<file path="src/rtl/if_stage.sv">
// if_stage
// Instruction-fetch stage of the 5-stage MIPS pipeline. Owns the PC, issues
// word fetches to instruction memory over a req/ack handshake, keeps one early
// return in a side buffer while decode is stalled, and drives the IF/ID
// pipeline register consumed by the decode stage.
//
// Ports
//   clk            clock, all state updates on posedge
//   rst            synchronous active-high reset
//   imem_req       fetch request; address held while req=1 and ack=0
//   imem_addr      fetch address, always word aligned
//   imem_ack       read data valid; completes the outstanding request
//   imem_rdata     fetched instruction
//   stall          hold PC and IF/ID
//   flush          replace IF/ID with a bubble at the next edge
//   branch_taken   redirect the PC this cycle
//   branch_target  redirect address (low two bits ignored)
//   instruction    IF/ID instruction
//   pcPlus4        IF/ID PC+4 of that instruction
//   if_id_valid    IF/ID holds a real instruction
//
// State      | meaning
// -----------+------------------------------------------------------------
// S_FETCH    | request outstanding at r_fetch_addr, return is used
// S_DISCARD  | request outstanding at old address, return is dropped
//            | (a redirect arrived before its ack); r_pc holds the target
// S_BUFFERED | no request; one returned instruction parked in the buffer
//            | until stall clears

module if_stage #(
  parameter logic [31:0] RESET_PC  = 32'h0000_0000,
  parameter logic [31:0] NOP_INSTR = 32'h0000_0000
) (
  input  logic        clk,
  input  logic        rst,
  output logic        imem_req,
  output logic [31:0] imem_addr,
  input  logic        imem_ack,
  input  logic [31:0] imem_rdata,
  input  logic        stall,
  input  logic        flush,
  input  logic        branch_taken,
  input  logic [31:0] branch_target,
  output logic [31:0] instruction,
  output logic [31:0] pcPlus4,
  output logic        if_id_valid
);

  typedef enum logic [1:0] {
    S_FETCH    = 2'd0,
    S_DISCARD  = 2'd1,
    S_BUFFERED = 2'd2
  } state_t;

  localparam logic [31:0] RESET_PC_AL = RESET_PC & ~32'h3;

  state_t      r_state;
  logic [31:0] r_pc;
  logic [31:0] r_fetch_addr;
  logic        r_buf_valid;
  logic [31:0] r_buf_instr;
  logic [31:0] r_buf_pcp4;
  logic [31:0] r_instr;
  logic [31:0] r_pcp4;
  logic        r_valid;

  state_t      w_nxt_state;
  logic [31:0] w_nxt_pc;
  logic [31:0] w_nxt_fetch_addr;
  logic        w_nxt_buf_valid;
  logic [31:0] w_nxt_buf_instr;
  logic [31:0] w_nxt_buf_pcp4;
  logic [31:0] w_nxt_instr;
  logic [31:0] w_nxt_pcp4;
  logic        w_nxt_valid;

  logic [31:0] w_fa_p4;
  logic [31:0] w_tgt;

  assign w_fa_p4 = r_fetch_addr + 32'd4;
  assign w_tgt   = branch_target & ~32'h3;

  // req is gated by rst so it stays low during the reset cycle itself and
  // rises on the first cycle after rst drops.
  assign imem_req    = !rst && (r_state != S_BUFFERED);
  assign imem_addr   = r_fetch_addr;
  assign instruction = r_instr;
  assign pcPlus4     = r_pcp4;
  assign if_id_valid = r_valid;

  always_ff @(posedge clk) begin
    if (rst) begin
      r_state      <= S_FETCH;
      r_pc         <= RESET_PC_AL;
      r_fetch_addr <= RESET_PC_AL;
      r_buf_valid  <= 1'b0;
      r_buf_instr  <= NOP_INSTR;
      r_buf_pcp4   <= 32'h0;
      r_instr      <= NOP_INSTR;
      r_pcp4       <= 32'h0;
      r_valid      <= 1'b0;
    end else begin
      r_state      <= w_nxt_state;
      r_pc         <= w_nxt_pc;
      r_fetch_addr <= w_nxt_fetch_addr;
      r_buf_valid  <= w_nxt_buf_valid;
      r_buf_instr  <= w_nxt_buf_instr;
      r_buf_pcp4   <= w_nxt_buf_pcp4;
      r_instr      <= w_nxt_instr;
      r_pcp4       <= w_nxt_pcp4;
      r_valid      <= w_nxt_valid;
    end
  end

  always_comb begin
    w_nxt_state      = r_state;
    w_nxt_pc         = r_pc;
    w_nxt_fetch_addr = r_fetch_addr;
    w_nxt_buf_valid  = r_buf_valid;
    w_nxt_buf_instr  = r_buf_instr;
    w_nxt_buf_pcp4   = r_buf_pcp4;
    w_nxt_instr      = r_instr;
    w_nxt_pcp4       = r_pcp4;
    w_nxt_valid      = r_valid;

    if (branch_taken) begin
      // Redirect beats stall and ack; anything fetched on the old path is lost.
      w_nxt_pc        = w_tgt;
      w_nxt_buf_valid = 1'b0;
      w_nxt_instr     = NOP_INSTR;
      w_nxt_pcp4      = 32'h0;
      w_nxt_valid     = 1'b0;
      case (r_state)
        S_FETCH: begin
          if (imem_ack) begin
            w_nxt_fetch_addr = w_tgt;
          end else begin
            // Memory still owes us a word for the old address; keep the
            // address stable and throw that word away when it arrives.
            w_nxt_state = S_DISCARD;
          end
        end
        S_DISCARD: begin
          if (imem_ack) begin
            w_nxt_fetch_addr = w_tgt;
            w_nxt_state      = S_FETCH;
          end
        end
        default: begin
          w_nxt_fetch_addr = w_tgt;
          w_nxt_state      = S_FETCH;
        end
      endcase
    end else begin
      case (r_state)
        S_FETCH: begin
          if (imem_ack) begin
            w_nxt_pc = w_fa_p4;
            if (flush) begin
              // The returning word is squashed; fetching carries on past it.
              w_nxt_fetch_addr = w_fa_p4;
            end else if (stall) begin
              w_nxt_buf_instr = imem_rdata;
              w_nxt_buf_pcp4  = w_fa_p4;
              w_nxt_buf_valid = 1'b1;
              w_nxt_state     = S_BUFFERED;
            end else begin
              w_nxt_instr      = imem_rdata;
              w_nxt_pcp4       = w_fa_p4;
              w_nxt_valid      = 1'b1;
              w_nxt_fetch_addr = w_fa_p4;
            end
          end
          if (flush || (!stall && !imem_ack)) begin
            w_nxt_instr = NOP_INSTR;
            w_nxt_pcp4  = 32'h0;
            w_nxt_valid = 1'b0;
          end
        end
        S_DISCARD: begin
          if (imem_ack) begin
            w_nxt_fetch_addr = r_pc;
            w_nxt_state      = S_FETCH;
          end
          if (flush || !stall) begin
            w_nxt_instr = NOP_INSTR;
            w_nxt_pcp4  = 32'h0;
            w_nxt_valid = 1'b0;
          end
        end
        S_BUFFERED: begin
          if (flush || !stall) begin
            // r_pc already points past the buffered word.
            w_nxt_fetch_addr = r_pc;
            w_nxt_buf_valid  = 1'b0;
            w_nxt_state      = S_FETCH;
            if (flush) begin
              w_nxt_instr = NOP_INSTR;
              w_nxt_pcp4  = 32'h0;
              w_nxt_valid = 1'b0;
            end else begin
              w_nxt_instr = r_buf_instr;
              w_nxt_pcp4  = r_buf_pcp4;
              w_nxt_valid = 1'b1;
            end
          end
        end
        default: begin
          w_nxt_fetch_addr = r_pc;
          w_nxt_buf_valid  = 1'b0;
          w_nxt_state      = S_FETCH;
        end
      endcase
    end
  end

endmodule
</file>
<file path="config.mk">
export PLATFORM = sky130hd
export DESIGN_NAME = if_stage
export DESIGN_NICKNAME = d
export VERILOG_FILES = /design/src/rtl/if_stage.sv
export SDC_FILE = /design/constraint.sdc
export NUM_CORES = 1
export LEC_CHECK = 0
export CAP_MARGIN = 20
export CORE_MARGIN = 5
export CORE_UTILIZATION = 57
export CTS_CLUSTER_DIAMETER = 100
export DETAILED_ROUTE_END_ITERATION = 8
export PLACE_DENSITY_LB_ADDON = 0.15
export SYNTH_ARGS = -nofsm -noshare
export SYNTH_HDL_FRONTEND = slang
export SYNTH_SLANG_ARGS = --single-unit
</file>
<file path="constraint.sdc">
create_clock -name clk -period 4 [get_ports clk]
set_input_delay 0.8 -clock clk [delete_from_list [all_inputs] [get_ports clk]]
set_output_delay 0.8 -clock clk [all_outputs]
set_load 0.02 [all_outputs]
</file>
==> results.json <==
{
  "hp-class": "register to register",
  "max_freq_mhz": 341,
  "cp.arrival_ns": 3.28,
  "synth_top_cell_area_share_pct": 42.8,
  "status": "finished clean",
  "antenna_cells": 0,
  "stdcell_count": 1497,
  "critPathLaunchType": "register",
  "drt_wl_total_mm": 28.6,
  "placed_cell_area_um2": 10800,
  "cp-end-kind": "register",
  "via_count": 9382,
  "placementRows": 46,
  "period_share_pct": 73.4,
  "yosysSeqAreaShare_pct": 42.8,
  "yosys_register_bits": 195,
  "htree_num_levels": 4,
  "ir_worst_vdd_v": 0.000316,
  "post_cts_buffers": 0,
  "synthCells": 1169,
  "layout_commonest_cell": "dfxtp_1",
  "tightest_slew_ns": 1.13,
  "route.detailed.drc": 0,
  "avgSynthCellArea_um2": 7.81,
  "p_leak_nw": 3.89,
  "cap_violations": 0,
  "clk_path_buf_depth": 2,
  "drive_above_1_share_pct": 6.32,
  "fin_crit_ns": 2.94,
  "yosysWarningCount": 0,
  "cts.reportedPaths.clkPinSlew_ns": 0.07,
  "grt_pass1_vias": 8827,
  "cts_tree": "yes",
  "cts-hold-fix-buffers": 0,
  "slowest_stage": "nor2b_1",
  "grt_max_degree": 62,
  "cpPeakStageDelay_ns": 0.97,
  "cts_sinks": 195,
  "rsz0062_at_grt": "false",
  "crit_fanout": 23,
  "gp_routability_congestion": 0.978,
  "die-area_um2": 18600,
  "dp_slack_ns": 0.734,
  "r2r_cells": 7,
  "yosysTopAreaCell": "dfxtp_1",
  "criticalPathCategory": "register to register",
  "crit_chain": "inv_1 > ha_1 > nor2b_1 > buf_4 > o21a_1 > o211ai_1 > o31ai_1",
  "synth_edf_count": 0,
  "wire_per_inst_um": 19.1,
  "netlist-cell-type-count": 71,
  "antenna_found_initial": 0,
  "ys_top_cells_by_area": "dfxtp_1 43%, a21oi_1 6.3%, nand2_1 5.8%",
  "finalHoldViolations": 0,
  "setup_tns_ns": 0,
  "setup_viol": 0,
  "die_y_um": 137,
  "top_level_ports": 168,
  "final_cell_mix": "195 x dfxtp_1, 163 x clkdlybuf4s50_1, 142 x nand2_1, 133 x nor2_1, 115 x a21oi_1",
  "coreArea_um2": 15800,
  "portBuffers": 165,
  "die_w_um": 137,
  "fin_skew_ns": 0.0114,
  "areaGrowthSynthToFinish_pct": 25.4,
  "grt.total_usage_pct": 30.7,
  "hold_depth": 2,
  "antenna_left": 0,
  "slew_viol_final": 0,
  "syn_nets": 1244,
  "cts_resized": 0,
  "start_util_pct": 57.9,
  "place_inst": 1464,
  "overflow": 0,
  "via_per_inst": 6.27,
  "dr.first_iter.drc_count": 935,
  "fin_nets": 1343,
  "synthArstFlopShare_pct": 0,
  "ctsRootBufferMaster": "clkbuf_16",
  "worst_skew_pair.late_latency_ns": 0.44,
  "cts-buffers-inserted": 17,
  "slew_headroom_pct": 24.6,
  "dp_hpwl_mm": 19.1,
  "grt_pass1_wl_mm": 45.6,
  "powerDensity_nw_per_um2": 400,
  "setup_slack_ns": 1.06,
  "firstDrtPassIters": 5,
  "syn_area_um2": 9130,
  "critPathRequiredTime_ns": 4.34,
  "stdcell_area_um2": 11400,
  "synth_ff_type": "dfxtp_1"
}
routing by layer:
metal	vias up	GRT usage [%]	share of wire, %
li1	4454	-	-
met5	-	0	0
met1	4402	39.5	40
met4	0	15.6	4.7
met2	452	50.0	47
met3	74	4.89	8.2
synthesized netlist by cell type, types with 3 or more instances:
master	n
dfxtp_1	195
nand2_1	142
nor2_1	135
a21oi_1	115
clkbuf_1	90
nor3_1	85
o21ai_0	79
a221oi_1	42
a211oi_1	28
nor4_1	17
nand3_1	15
a22oi_1	14
a31oi_1	14
nand4_1	14
xnor2_1	14
buf_2	10
inv_1	10
o22ai_1	10
buf_1	9
and2_1	8
and4_1	7
o311ai_0	6
or3_1	6
a21o_1	5
ha_1	5
nand3b_1	5
nor2b_1	5
a21boi_0	4
a2bb2oi_1	4
o21a_1	4
o311a_1	4
o32ai_1	4
xor2_1	4
a211o_1	3
a32o_1	3
and3_1	3
o211ai_1	3
o31a_1	3
kinds of logic (layout without fill, tap and decap cells):
| family | Yosys count | count (layout) | share of synthesized area (%) |
|---|---|---|---|
| compound gates | 367 | 367 | 26.0 |
| xor+xnor | 18 | 18 | 1.73 |
| fa+ha+maj | 5 | 5 | 0.685 |
| buf+inv | 124 | 236 | 5.43 |
| flops | 195 | 195 | 42.8 |
| mux | 3 | 3 | 0.343 |
| simple gates | 457 | 457 | 23.0 |
state kept, by name, indices dropped and copies added (netlist names):
| signal | flops |
|---|---|
| if_id_valid | 1 |
| imem_addr | 32 |
| instruction | 32 |
| pcPlus4 | 32 |
| r_buf_instr | 32 |
| r_buf_pcp4 | 32 |
| r_pc | 32 |
| r_state | 2 |
final timing paths:
check	slack [ns]	endpoint	start
max	1.06	imem_addr[18]	r_state[0]
min	0.45	r_buf_instr[16]	r_buf_instr[16]
max reg2reg	1.06	imem_addr[18]	r_state[0]
min reg2reg	0.45	r_buf_instr[16]	r_buf_instr[16]
area by class of cell:
type	count	area [um^2]
fill	1327	4320
clock inverter	15	168
sequential	195	3900
multi-input combinational	850	4760
inverter	10	37.5
clock buffer	17	425
timing repair buffer	194	1880
tap	216	270
power by group:
group / internal [W] / leakage (nW) / total (W) / switching [W]
sequential: 0.00203 / 1.59 / 0.00211 / 0.0000867
clock: 0.000893 / 0.291 / 0.00171 / 0.000822
combinational: 0.000313 / 2.01 / 0.000752 / 0.000439
critical path, delay by kind of cell, from the launching register on:
family	cells	cell delay, ns
DFF	1	0.35
adders and majority gates	1	0.70
and+or+nand+nor	1	0.97
AOI/OAI and AO/OA	3	0.39
buffers and inverters	2	0.42
stage by stage:
stage | hold slack (ns) | utilization [%] | total power, W
floorplan | 0.436 | - | 0.00258
global placement | 0.441 | 68.7 | 0.00288
detailed placement | 0.447 | 68.7 | 0.00289
CTS | 0.456 | 72.5 | 0.00459
global route | 0.467 | 72.6 | 0.00476
finish | 0.455 | 72.6 | 0.00458
No activity file was read; power rests on OpenSTA's default activity.
